[src/rtl/uart_rx_tx.sv]
// 8N1 UART receiver and transmitter sharing one clock and bit-period parameter.
// Define UART_LOOPBACK_EN to feed the receiver from o_dout instead of i_rx.
module uart_rx_tx #(
    parameter int TICKS_PER_BIT = 191
) (
    input  logic       clk_in,
    input  logic       reset,
    input  logic       i_enable,
    input  logic       i_rx,
    output logic [7:0] o_rxdata,
    output logic       o_recvdata,
    output logic       o_rx_busy,
    input  logic       i_start,
    input  logic [7:0] i_data,
    output logic       o_done,
    output logic       o_tx_busy,
    output logic       o_dout
);

    localparam int CW = $clog2(TICKS_PER_BIT) + 1;
    localparam logic [CW-1:0] TERM      = CW'(TICKS_PER_BIT - 1);
    localparam logic [CW-1:0] HALF_TERM = CW'(TICKS_PER_BIT / 2 - 1);

    typedef enum logic [1:0] {IDLE, START, DATA, STOP} state_t;

    // ---------------- receiver ----------------
    logic          rx_line;
    logic          rx_meta;
    logic          rx_sync;
    state_t        rx_state;
    state_t        rx_next;
    logic [CW-1:0] rx_cnt;
    logic [2:0]    rx_bit;
    logic [7:0]    rx_shift;
    logic          rx_half;
    logic          rx_full;

`ifdef UART_LOOPBACK_EN
    logic unused_rx;
    assign unused_rx = i_rx;
    assign rx_line   = o_dout;
`else
    assign rx_line   = i_rx;
`endif

    // Synchronizer idles high so reset never looks like a start bit
    always_ff @(posedge clk_in or posedge reset) begin
        if (reset) begin
            rx_meta <= 1'b1;
            rx_sync <= 1'b1;
        end else begin
            rx_meta <= rx_line;
            rx_sync <= rx_meta;
        end
    end

    assign rx_half = (rx_cnt == HALF_TERM);
    assign rx_full = (rx_cnt == TERM);

    always_ff @(posedge clk_in or posedge reset) begin
        if (reset) rx_state <= IDLE;
        else       rx_state <= rx_next;
    end

    always_comb begin
        rx_next = rx_state;
        case (rx_state)
            IDLE:    if (i_enable && !rx_sync) rx_next = START;
            START:   if (rx_half) rx_next = rx_sync ? IDLE : DATA;
            DATA:    if (rx_full && rx_bit == 3'd7) rx_next = STOP;
            STOP:    if (rx_full) rx_next = IDLE;
            default: rx_next = IDLE;
        endcase
    end

    always_comb begin
        o_rx_busy = (rx_state != IDLE);
    end

    // Counter restarts at the start-bit midpoint so later samples land mid-bit
    always_ff @(posedge clk_in or posedge reset) begin
        if (reset) begin
            rx_cnt     <= '0;
            rx_bit     <= '0;
            rx_shift   <= '0;
            o_rxdata   <= '0;
            o_recvdata <= 1'b0;
        end else begin
            o_recvdata <= 1'b0;
            case (rx_state)
                IDLE: begin
                    rx_cnt <= '0;
                    rx_bit <= '0;
                end
                START: rx_cnt <= rx_half ? '0 : rx_cnt + 1'b1;
                DATA: begin
                    rx_cnt <= rx_full ? '0 : rx_cnt + 1'b1;
                    if (rx_full) begin
                        rx_shift <= {rx_sync, rx_shift[7:1]};
                        rx_bit   <= rx_bit + 1'b1;
                    end
                end
                STOP: begin
                    rx_cnt <= rx_full ? '0 : rx_cnt + 1'b1;
                    if (rx_full && rx_sync) begin
                        o_rxdata   <= rx_shift;
                        o_recvdata <= 1'b1;
                    end
                end
                default: rx_cnt <= '0;
            endcase
        end
    end

    // ---------------- transmitter ----------------
    state_t        tx_state;
    state_t        tx_next;
    logic [CW-1:0] tx_cnt;
    logic [2:0]    tx_bit;
    logic [7:0]    tx_shift;
    logic          tx_full;

    assign tx_full = (tx_cnt == TERM);

    always_ff @(posedge clk_in or posedge reset) begin
        if (reset) tx_state <= IDLE;
        else       tx_state <= tx_next;
    end

    // A held i_start chains straight from stop into the next start bit
    always_comb begin
        tx_next = tx_state;
        case (tx_state)
            IDLE:    if (i_start) tx_next = START;
            START:   if (tx_full) tx_next = DATA;
            DATA:    if (tx_full && tx_bit == 3'd7) tx_next = STOP;
            STOP:    if (tx_full) tx_next = i_start ? START : IDLE;
            default: tx_next = IDLE;
        endcase
    end

    always_comb begin
        o_tx_busy = (tx_state != IDLE) || i_start;
        o_done    = (tx_state == STOP) && tx_full;
    end

    always_ff @(posedge clk_in or posedge reset) begin
        if (reset) begin
            tx_cnt   <= '0;
            tx_bit   <= '0;
            tx_shift <= '0;
            o_dout   <= 1'b1;
        end else begin
            case (tx_state)
                IDLE: begin
                    tx_cnt <= '0;
                    tx_bit <= '0;
                    if (i_start) begin
                        tx_shift <= i_data;
                        o_dout   <= 1'b0;
                    end
                end
                START: begin
                    tx_cnt <= tx_full ? '0 : tx_cnt + 1'b1;
                    if (tx_full) o_dout <= tx_shift[0];
                end
                DATA: begin
                    tx_cnt <= tx_full ? '0 : tx_cnt + 1'b1;
                    if (tx_full) begin
                        tx_bit   <= tx_bit + 1'b1;
                        tx_shift <= {1'b0, tx_shift[7:1]};
                        o_dout   <= (tx_bit == 3'd7) ? 1'b1 : tx_shift[1];
                    end
                end
                STOP: begin
                    tx_cnt <= tx_full ? '0 : tx_cnt + 1'b1;
                    if (tx_full) begin
                        o_dout <= 1'b1;
                        if (i_start) begin
                            tx_shift <= i_data;
                            tx_bit   <= '0;
                            o_dout   <= 1'b0;
                        end
                    end
                end
                default: begin
                    tx_cnt <= '0;
                    o_dout <= 1'b1;
                end
            endcase
        end
    end

endmodule

[config.mk]
export PLATFORM = sky130hd
export DESIGN_NAME = uart_rx_tx
export DESIGN_NICKNAME = d
export VERILOG_FILES = /design/src/rtl/uart_rx_tx.sv
export SDC_FILE = /design/constraint.sdc
export NUM_CORES = 1
export LEC_CHECK = 0
export ABC_CLOCK_PERIOD_IN_PS = 1760
export CORE_UTILIZATION = 51
export CTS_BUF_LIST = sky130_fd_sc_hd__clkbuf_8 sky130_fd_sc_hd__clkbuf_16
export CTS_CLUSTER_SIZE = 16
export DETAILED_ROUTE_END_ITERATION = 7
export PLACE_DENSITY = 0.8
export SYNTH_ARGS = -nofsm -noshare
export SYNTH_HDL_FRONTEND = slang
export SYNTH_SLANG_ARGS = --single-unit
export TNS_END_PERCENT = 1
[constraint.sdc]
create_clock -name clk_in -period 1.76 [get_ports clk_in]
set_input_delay 0.352 -clock clk_in [delete_from_list [all_inputs] [get_ports clk_in]]
set_output_delay 0.352 -clock clk_in [all_outputs]
set_load 0.03 [all_outputs]
Word level (Yosys, flattened, before mapping) --
Cells that the tools add are included.
Storage, ports and cells: output and inout port bits 13, flip-flop bits (word level) 56, logic and storage cells 98, input port bits 13
Operators by class: eq/ne operators 22, mux-type cells 36, $add $sub $neg 4, reductions and logical operators 23
Operators by type and width (number):
- $mux 9 | 3
- $pmux 9 s3 | 1
- $mux 8 | 3
- $pmux 8 s3 | 1
- $ne 2x2->1 const B | 11
- $add 9x1->9 const B | 2
- $eq 9x8->1 const B | 2
- $mux 2 | 9
- $pmux 9 s2 | 1
- $pmux 2 s4 | 2
- $reduce_and 4->1 | 4
- $mux 3 | 4
- $eq 9x7->1 const B | 1
- $mux 1 | 9
- $pmux 3 s3 | 1
- $eq 2x2->1 const B | 4
- $add 3x1->3 const B | 2
- $eq 3x3->1 const B | 2
- $pmux 3 s2 | 1
- $reduce_and 2->1 | 3
- $reduce_bool 2->1 | 3
- $logic_and 1x1->1 | 5
- $eq 2x1->1 const B | 2
- $logic_not 2->1 | 2
- other kinds (7) | 7

Logic depth before layout (Yosys ltp) --
Gate-level depths: netlist (run 1).
word-level depth 4, depth in mapped cells 8, gate-level depth less buffers 6

Worst setup path after synthesis (run 1) --
No wires, ideal clock.
kind flip-flop to flip-flop, start point register tx_state[0], end point register tx_shift[3], path slack -44 ps, data arrival time 1681 ps, required time 1637 ps, stages on the path, launching flop included 8, path buffers 1, library setup time 123 ps, period minus slack after synthesis 1804 ps, path through dfrtp_1 > inv_1 > ha_1 > clkbuf_1 > nor2_1 > a21oi_4 > o32a_2 > o221a_2
On the way: word-level cells in the longest chain between the ends 3, elaborated cells on any way between the ends 8, those cells by class eq/ne: 4; mux: 1; reduce/logical: 3
RTL lines:
- start: declaration | line 116 | state_t tx_state;
- start signal: assignment | line 127 | else tx_state <= tx_next;
- $eq 2x2->1 / $logic_not 2->1 (equally long branches) | line 154 | case (tx_state)
- $ne 2x2->1 (no line) / $reduce_bool 3->1 (equally long branches)
- $reduce_and 3->1 (no line)
- end signal: assignment | line 159 | tx_shift <= i_data;
- end signal: assignment | line 171 | tx_shift <= {1'b0, tx_shift[7:1]};
- end signal: assignment | line 180 | tx_shift <= i_data;
- end: declaration | line 120 | logic [7:0] tx_shift;
Parallel ways exist; a longest one is shown, timed or not. A chain may end at the register's enable or synchronous reset.

Final worst setup path (run 1) --
start point register tx_cnt[0], end point output port o_done
On the way: word-level cells in the longest chain between the ends 2
RTL lines:
- start: declaration | line 118 | logic [CW-1:0] tx_cnt;
- start signal: assignment | line 164 | tx_cnt <= tx_full ? '0 : tx_cnt + 1'b1;
- start signal: assignment | line 168 | tx_cnt <= tx_full ? '0 : tx_cnt + 1'b1;
- start signal: assignment | line 176 | tx_cnt <= tx_full ? '0 : tx_cnt + 1'b1;
- $eq 9x8->1 | line 123 | assign tx_full = (tx_cnt == TERM);
- $logic_and 1x1->1 | line 144 | o_done = (tx_state == STOP) && tx_full;
- end: declaration | line 15 | output logic o_done,
Every way passes these cells.

==> impl_metrics.csv, run 1 <==
group,metric,value,unit
placed_design,dp.cells,357,
synth,async_reset_ff_frac,1.00,
drt,drtIter0Drc,106,
timing,rsz0062_at_grt,"true",
timing,min_period,1900,ps
global_route,gr-total-overflow,0,
clock_network,clock_latency,310,ps
drt,antenna_left,0,
timing,fin_crit_sh,1.08,
final_layout,area_growth,26.4,%
global_route,antenna_found_initial,0,
timing,max_freq,0.527,GHz
clock_network,clkTransAtPathRegs,100,ps
critical_path,worstPathCellList,"inv_2 > ha_4 > and4bb_4 > buf_6 > and3_4 > buf_6",
timing,finalHoldViolCount,0,
floorplanning,die_area,0.00580,sq mm
power_and_ir_drop,power_frac_comb,0.429,
final_layout,final_util,0.681,
timing,holdWs,359,ps
critical_path,worstPathArrival,1550,ps
power_and_ir_drop,power,4.65,mW
synth,yosysWarnings,0,
synth,seq_area_frac_synth,0.501,
final_layout,fill_cells,407,
synth,syn_nets,267,
synth,synthCells,241,
final_layout,drive_above_1_share,0.342,
synth,synth_seq_cells,56,
timing,setup_viol,9,
timing,final_max_slew_viol_count,0,
synth,postSynthAreaPerCell,11.6,sq um
drt,vias,2020,
synth,ys.flop_type,"dfrtp_1",
run,drv_cap,0,
critical_path,cp_top_family,"simple AND/OR/NAND/NOR gates",
synth,yosys.area.top_type_share,0.473,
placed_design,place_area,0.00334,sq mm
min_path,hold_class,"flip-flop to flip-flop",
clock_network,tritoncts,"yes",
global_route,grt.total_usage,0.213,
placed_design,dp_hpwl,3840,um
floorplanning,ioPinCount,26,
critical_path,crit_path_max_incr_delay,400,ps
power_and_ir_drop,p_int,2.99,mW
critical_path,end_kind,"primary output",
final_layout,final_area,0.00354,sq mm
clock_network,clk_path_buf_depth,2,
critical_path,start_kind,"flip-flop",
floorplanning,die_w,76.1,um
clock_network,cts.sinks,56,
status,violations,"setup timing",
power_and_ir_drop,pwr_density_cell,1310,mW/mm^2
power_and_ir_drop,ir_worst_vdd,1.15,mV
global_route,grt_start_max_net_pins,57,
synth,synth_edf_count,0,
power_and_ir_drop,clkPwrFrac,0.187,
synth,synthTopCellsByCount,"dfrtp_1 (53), nor2_1 (22), mux2_2 (21), ha_1 (13)",
critical_path,crit_type,"flip-flop to primary output",
critical_path,cp.required,1410,ps
drt,via_per_inst,5.49,
synth,syn-cell-area,0.00280,sq mm
floorplanning,design.core.area,0.00520,sq mm
timing,fin_skew,9.42,ps
global_route,grt_pass1_vias,2138,
clock_network,htreeDepth,2,
critical_path,path_buf_inv,3,
drt,drt_wl_total,5510,um
floorplanning,rows,26,
timing,fin_ws,-139,ps
clock_network,cts_buffers,5,
drt,wl_per_cell,15.0,um
final_layout,diodes,0,
synth,synth_cell_types,51,
global_route,grt_first_pass_wirelength,9850,um
placed_design,port_buffers,25,
timing,finalSetupTns,-494,ps
clock_network,holdBufCountCts,0,
drt,route.detailed.drc,0,
final_layout,layout.nets,323,
placed_design,gp_congestion,0.796,
placed_design,dp_slack,-103,ps
power_and_ir_drop,power_switching,1.66,mW
drt,dr.pass1.iters,4,
critical_path,worst_path_max_delay_cell,"dfrtp_1",
floorplanning,die-height,76.1,um
final_layout,finalNonFillerCells,368,
floorplanning,start_util,0.539,
critical_path,worstPathMaxFanout,2,
synth,synth_area_leaders,"dfrtp_1 (47%), mux2_2 (8.4%), ha_1 (5.8%)",
synth,yosysMostFrequentCell,"dfrtp_1",
synth,yosys.area.top_type,"dfrtp_1",
power_and_ir_drop,p_leak,1.73,nW
timing,worst_slew_pin_slew,351,ps
timing,slew_headroom,0.766,
power_and_ir_drop,swShare,0.357,
status,status,"complete, but fails checks",
critical_path,crit_path_frequent_cell,"buf_6",
power_and_ir_drop,pwr-share-seq,0.384,
clock_network,root_buffer,"clkbuf_8",
==> flip-flops by register name, indices dropped and copies added (netlist names), named ones only <==
name / flops
o_dout: 1
o_recvdata: 1
o_rxdata: 8
rx_bit: 3
rx_cnt: 9
rx_meta: 1
rx_shift: 8
rx_state: 1
rx_sync: 1
tx_bit: 3
tx_cnt: 9
tx_shift: 8
tx_state: 2
==> cell families (layout without fill, tap and decap cells) <==
logic type                 count (synthesis)  count (layout)  synth area share
muxes                                     21              21            0.0843
DFF                                       56              56             0.501
AOI/OAI and AO/OA                         44              44             0.132
and+or+nand+nor                           74              74             0.150
xor gates and xnor gates                  14              14            0.0437
buffers and inverters                     19              76            0.0303
adders and majority gates                 13              13            0.0580
==> final timing paths <==
path,from,end,slack (ps),depth (start not counted)
setup / recovery,tx_cnt[0],o_done,-140,6
hold / removal,rx_meta,rx_sync,360,0
setup reg to reg,tx_cnt[0],tx_state[1],-70,7
hold reg to reg,rx_meta,rx_sync,360,0
max in group asynchronous,reset,o_dout,1070,3
min in group asynchronous,reset,rx_cnt[5],400,3
==> routing by layer <==
metal,vias to the layer above,GRT usage,part of all wire
met5,-,0,0
met4,0,0.0654,0.013
met3,7,0.0359,0.028
met2,41,0.372,0.50
met1,985,0.270,0.45
li1,987,-,-
==> area by class of cell <==
type | count | area (sq um) | share of cell area
tap | 70 | 87.6 | 0.0247
timing repair buffer | 58 | 538 | 0.152
multi-input combinational | 166 | 1360 | 0.384
inverter | 10 | 37.5 | 0.0106
clock inverter | 3 | 47.5 | 0.0134
clock buffer | 5 | 68.8 | 0.0194
sequential | 56 | 1410 | 0.396
==> layout by cell type, fill, tap and decap left out, types with 6 or more instances in the layout <==
cell and instances:
inv_1 7, xor2_1 12, nand3_1 7, clkdlybuf4s50_1 18, buf_4 29, nor2_1 21, ha_1 11, dfrtp_1 53
o21ai_0 7, o221a_2 6, nand2_1 12, mux2_2 21
==> power groups by stage <==
stage	Clock [mW]	Combinational, mW	Sequential (mW)
after detailed placement	0	1.87	1.81
after global placement	0	1.79	1.80
after floorplan	0	1.20	1.82
after global routing	0.948	2.21	1.82
after CTS	0.885	1.97	1.79
final	0.869	1.99	1.79
==> timing repair <==
action,in CTS,in global routing
gates resized for setup,17,7
endpoints found under the setup margin,38,32
pin swaps,1,1
buffers inserted,2,1
Power figures use the tool's default switching activity.
==> run 2, diff against run 1 <==
--- a/config.mk
+++ b/config.mk
@@ -5,12 +5,13 @@
 export SDC_FILE = /design/constraint.sdc
 export NUM_CORES = 1
 export LEC_CHECK = 0
-export ABC_CLOCK_PERIOD_IN_PS = 1760
-export CORE_UTILIZATION = 51
+export ABC_CLOCK_PERIOD_IN_PS = 2150
+export CORE_MARGIN = 2
+export CORE_UTILIZATION = 57
 export CTS_BUF_LIST = sky130_fd_sc_hd__clkbuf_8 sky130_fd_sc_hd__clkbuf_16
 export CTS_CLUSTER_SIZE = 16
 export DETAILED_ROUTE_END_ITERATION = 7
-export PLACE_DENSITY = 0.8
+export PLACE_DENSITY = 0.84
 export SYNTH_ARGS = -nofsm -noshare
 export SYNTH_HDL_FRONTEND = slang
 export SYNTH_SLANG_ARGS = --single-unit
==> constraint.sdc (replaced) <==
create_clock -name clk_in -period 2.15 [get_ports clk_in]
set_input_delay 0.43 -clock clk_in [delete_from_list [all_inputs] [get_ports clk_in]]
set_output_delay 0.43 -clock clk_in [all_outputs]
set_load 0.03 [all_outputs]
==> impl_metrics.csv, run 2 (same netlist as run 1, synthesis figures left out) <==
group,metric,value,unit
global_route,gr-total-overflow,0,
final_layout,reg_top3,"rx_cnt: 9 flops, tx_cnt: 9 flops",
final_layout,layout.nets,300,
timing,fin_crit_sh,0.951,
critical_path,worstPathCellList,"inv_1 > ha_1 > and4bb_4 > and3_2 > buf_4",
status,status,"finished, final reports clean",
clock_network,clkTransAtPathRegs,90,ps
final_layout,drive_above_1_share,0.255,
drt,route.detailed.drc,0,
drt,drt_wl_total,5010,um
clock_network,root_buffer,"clkbuf_8",
final_layout,layout_common_cells,"dfrtp_1 (52), clkdlybuf4s50_1 (23), nor2_1 (22)",
min_path,hold_class,"flip-flop to flip-flop",
power_and_ir_drop,ir_worst_vdd,0.692,mV
drt,wl_per_cell,14.6,um
final_layout,area_growth,17.5,%
timing,finalHoldViolCount,0,
clock_network,tritoncts,"yes",
floorplanning,die-height,74.1,um
critical_path,crit_type,"flip-flop to primary output",
floorplanning,start_util,0.594,
timing,max_freq,0.489,GHz
critical_path,path_buf_inv,2,
floorplanning,die_w,74.1,um
timing,setup_viol,0,
clock_network,holdBufCountCts,0,
placed_design,dp_hpwl,3610,um
critical_path,start_kind,"flip-flop",
critical_path,cp.required,1720,ps
drt,via_per_inst,5.61,
critical_path,worstPathMaxFanout,7,
timing,min_period,2040,ps
drt,dr.pass1.iters,4,
global_route,grt_first_pass_wirelength,8510,um
timing,rsz0062_at_grt,"false",
critical_path,worstPathArrival,1610,ps
timing,final_max_slew_viol_count,0,
drt,antenna_left,0,
placed_design,port_buffers,25,
timing,slew_headroom,0.734,
floorplanning,ioPinCount,26,
critical_path,cp_top_family,"simple AND/OR/NAND/NOR gates",
clock_network,clock_latency,310,ps
clock_network,cts.sinks,56,
drt,vias,1917,
power_and_ir_drop,power,3.48,mW
timing,finalSetupTns,0,ps
floorplanning,design.core.area,0.00472,sq mm
global_route,grt_pass1_vias,1863,
global_route,grt_start_max_net_pins,33,
final_layout,mostFrequentLayoutCell,"dfrtp_1",
floorplanning,rows,25,
power_and_ir_drop,p_leak,1.55,nW
power_and_ir_drop,pwr_density_cell,1060,mW/mm^2
timing,worst_slew_pin_slew,398,ps
placed_design,gp_congestion,0.805,
floorplanning,die_area,0.00550,sq mm
global_route,antenna_found_initial,0,
final_layout,diodes,0,
critical_path,end_kind,"primary output",
final_layout,fill_cells,363,
run,drv_cap,0,
global_route,grt.total_usage,0.202,
clock_network,clk_path_buf_depth,2,
timing,fin_skew,9.99,ps
clock_network,cts_buffers,5,
drt,drtIter0Drc,105,
critical_path,worst_path_max_delay_cell,"dfrtp_2",
clock_network,htreeDepth,2,
critical_path,crit_path_max_incr_delay,450,ps
## run 2: final cells by class
class	instances	area (sq um)	area share
clock buffer	5	68.8	0.0209
clock inverter	3	47.5	0.0144
inverter	10	37.5	0.0114
multi-input combinational	166	1320	0.400
sequential	56	1410	0.427
tap	67	83.8	0.0254
timing repair buffer	35	333	0.101
## run 2: metrics by stage
step | worst slack, ps | cell area, sq um | utilization | instances | hold slack [ps]
final | 105 | 3290 | 0.697 | 342 | 361
after global routing | 9.40 | 3290 | 0.697 | 342 | 375
after CTS | 29.9 | 3290 | 0.696 | 342 | 363
after detailed placement | 117 | 3170 | 0.672 | 334 | 348
after global placement | 174 | 3170 | 0.672 | 334 | 347
after floorplan | 346 | 2800 | - | 241 | 345
## run 2: per-layer routing
layer	up-vias	GRT usage	wire length (um)	share of wire
met1	946	0.269	2360	0.47
met5	-	0	0	0
li1	938	-	-	-
met3	0	0.0447	145	0.029
met2	33	0.336	2500	0.50
met4	0	0.0545	0	0
## run 2: worst paths after layout
path	startpoint	to	slack, ps	depth (start not counted)
max	tx_cnt[0]	o_done	110	5
min	rx_meta	rx_sync	360	0
max reg2reg	rx_cnt[0]	o_rxdata[6]	230	7
min reg2reg	rx_meta	rx_sync	360	0
max in group asynchronous	reset	rx_sync	1160	3
min in group asynchronous	reset	tx_state[1]	420	2
## run 2: power by group
part           total (mW)  internal (mW)  switching, mW
clock               0.692          0.351          0.341
combinational        1.27          0.597          0.670
sequential           1.52           1.29          0.228
## run 2: what timing repair did
item	4_1_cts	5_1_grt
setup buffers	0	0
gates cloned	0	0
resized for setup	1	2
endpoints found under the setup margin	1	1
==> run 3, diff against run 2 <==
--- a/config.mk
+++ b/config.mk
@@ -6,11 +6,13 @@
 export NUM_CORES = 1
 export LEC_CHECK = 0
 export ABC_CLOCK_PERIOD_IN_PS = 2150
+export CAP_MARGIN = 25
 export CORE_MARGIN = 2
 export CORE_UTILIZATION = 57
 export CTS_BUF_LIST = sky130_fd_sc_hd__clkbuf_8 sky130_fd_sc_hd__clkbuf_16
 export CTS_CLUSTER_SIZE = 16
 export DETAILED_ROUTE_END_ITERATION = 7
+export GPL_TIMING_DRIVEN = 0
 export PLACE_DENSITY = 0.84
 export SYNTH_ARGS = -nofsm -noshare
 export SYNTH_HDL_FRONTEND = slang
==> impl_metrics.csv, run 3 (same netlist as run 1, synthesis figures left out) <==
group,metric,value,unit
min_path,hold_class,"flip-flop to flip-flop",
final_layout,final_util,0.702,
final_layout,area_growth,18.3,%
critical_path,start_kind,"flip-flop",
clock_network,clock_latency,310,ps
timing,rsz0062_at_grt,"true",
floorplanning,die-height,74.1,um
drt,route.detailed.drc,0,
clock_network,root_buffer,"clkbuf_8",
critical_path,crit_type,"flip-flop to primary output",
critical_path,crit_path_max_incr_delay,400,ps
timing,max_freq,0.479,GHz
clock_network,cts_buffers,5,
floorplanning,design.core.area,0.00472,sq mm
critical_path,worstPathCellList,"inv_1 > ha_1 > and4bb_1 > buf_4 > and3_2 > buf_2",
timing,min_period,2090,ps
placed_design,gp_congestion,0.868,
global_route,grt_use_met3,0.0393,
global_route,grt_start_max_net_pins,38,
global_route,grt_util_met1,0.248,
final_layout,drive_above_1_share,0.248,
clock_network,clkTransAtPathRegs,100,ps
floorplanning,start_util,0.594,
floorplanning,ioPinCount,26,
final_layout,diodes,0,
placed_design,dp_hpwl,3350,um
critical_path,endpoint,"o_done",
global_route,grt-busiest-layer,"met2",
timing,fin_skew,9.79,ps
final_layout,mostFrequentLayoutCell,"dfrtp_1",
drt,drtIter0Drc,122,
critical_path,cp.required,1720,ps
clock_network,cts.sinks,56,
drt,vias,1932,
global_route,grt.total_usage,0.192,
drt,drt_wl_total,4810,um
drt,dr.pass1.iters,4,
global_route,antenna_found_initial,0,
clock_network,tritoncts,"yes",
critical_path,reg2reg_to,"tx_shift[2]",
floorplanning,die_area,0.00550,sq mm
critical_path,cp-startpoint,"tx_cnt[0]",
placed_design,port_buffers,25,
run,drv_cap,0,
critical_path,worstPathArrival,1660,ps
status,status,"finished, final reports clean",
timing,finalHoldViolCount,0,
floorplanning,rows,25,
critical_path,worstPathMaxFanout,7,
clock_network,clk_path_buf_depth,2,
floorplanning,die_w,74.1,um
global_route,grt_util_met2,0.324,
drt,via_per_inst,5.60,
critical_path,r2r-start,"tx_state[0]",
timing,setup_viol,0,
power_and_ir_drop,pwr_density_cell,1090,mW/mm^2
global_route,grt_pass1_vias,1848,
final_layout,reg_top3,"rx_cnt: 9 flops, tx_cnt: 9 flops",
critical_path,r2r_slack,170,ps
timing,worst_slew_pin_slew,673,ps
final_layout,layout.nets,303,
timing,slew_headroom,0.548,
drt,antenna_left,0,
timing,finalSetupTns,0,ps
power_and_ir_drop,ir_worst_vdd,1.04,mV
critical_path,worst_path_max_delay_cell,"dfrtp_2",
power_and_ir_drop,p_leak,1.55,nW
final_layout,layout_common_cells,"dfrtp_1 (52), nor2_1 (22), clkdlybuf4s50_1 (22)",
clock_network,htreeDepth,2,
critical_path,rr_worst_depth,7,
timing,fin_crit_sh,0.972,
drt,wl_per_cell,13.9,um
global_route,grt_first_pass_wirelength,8170,um
global_route,gr-total-overflow,0,
critical_path,end_kind,"primary output",
timing,final_max_slew_viol_count,0,
## run 3: changes by cell type in the layout (fill, tap and decap cells not counted), moves of 2 or more
cell      change
clkbuf_2      +2
buf_4         -7
buf_2         +3
clkbuf_1      +4
clkinv_4      -2
## run 3: worst max-delay path: cells and delay by family, from the launching register on
family / cells / cell delay [ps]
flops: 1 / 400
simple gates: 2 / 390
buf+inv: 3 / 380
fa+ha+maj: 1 / 190
## run 3: power breakdown
part | switching [mW] | internal [mW]
combinational | 0.699 | 0.611
clock | 0.348 | 0.469
sequential | 0.211 | 1.29
## run 3: layer usage
layer	vias up	share of wire	wire [um]
met5	-	0	0
met4	0	0.0083	40
met3	5	0.035	166
met2	41	0.49	2360
met1	942	0.47	2240
li1	944	-	-
## run 3: stage by stage
stage          total power, mW  setup WS, ps  std cells  hold slack (ps)  instance area (sq um)
4_1_cts                   3.60          -125        342              356                   3300
5_1_grt                   3.87         -20.6        345              361                   3320
2_1_floorplan             2.46           346        241              345                   2800
3_3_place_gp              2.72          -626        333              346                   3140
6_report                  3.63          60.5        345              351                   3320
3_5_place_dp              2.78          -198        334              347                   3160
## run 3: worst min-delay path by stage
stage / slack [ps] / cells after the start / start / endpoint
global placement: 350 / 0 / rx_meta / rx_sync
CTS: 360 / 0 / rx_meta / rx_sync
floorplan: 350 / 0 / rx_meta / rx_sync
detailed placement: 350 / 0 / rx_meta / rx_sync
finish: 350 / 0 / rx_meta / rx_sync
global route: 360 / 0 / rx_meta / rx_sync
## run 3: final cells by class
cell class	count	area [sq um]
Buffer	9	48.8
Timing Repair Buffer	29	285
Clock inverter	3	68.8
Sequential cell	56	1410
Multi-Input combinational cell	166	1320
Clock buffer	5	68.8
Tap cell	67	83.8
Inverter	10	37.5
Fill cell	327	1410
## run 3: repair_timing
| item | in CTS | in global routing |
|---|---|---|
| buffers inserted | 0 | 3 |
| setup endpoints to repair | 2 | 21 |
| hold buffers | 0 | 0 |
| resized for setup | 4 | 9 |
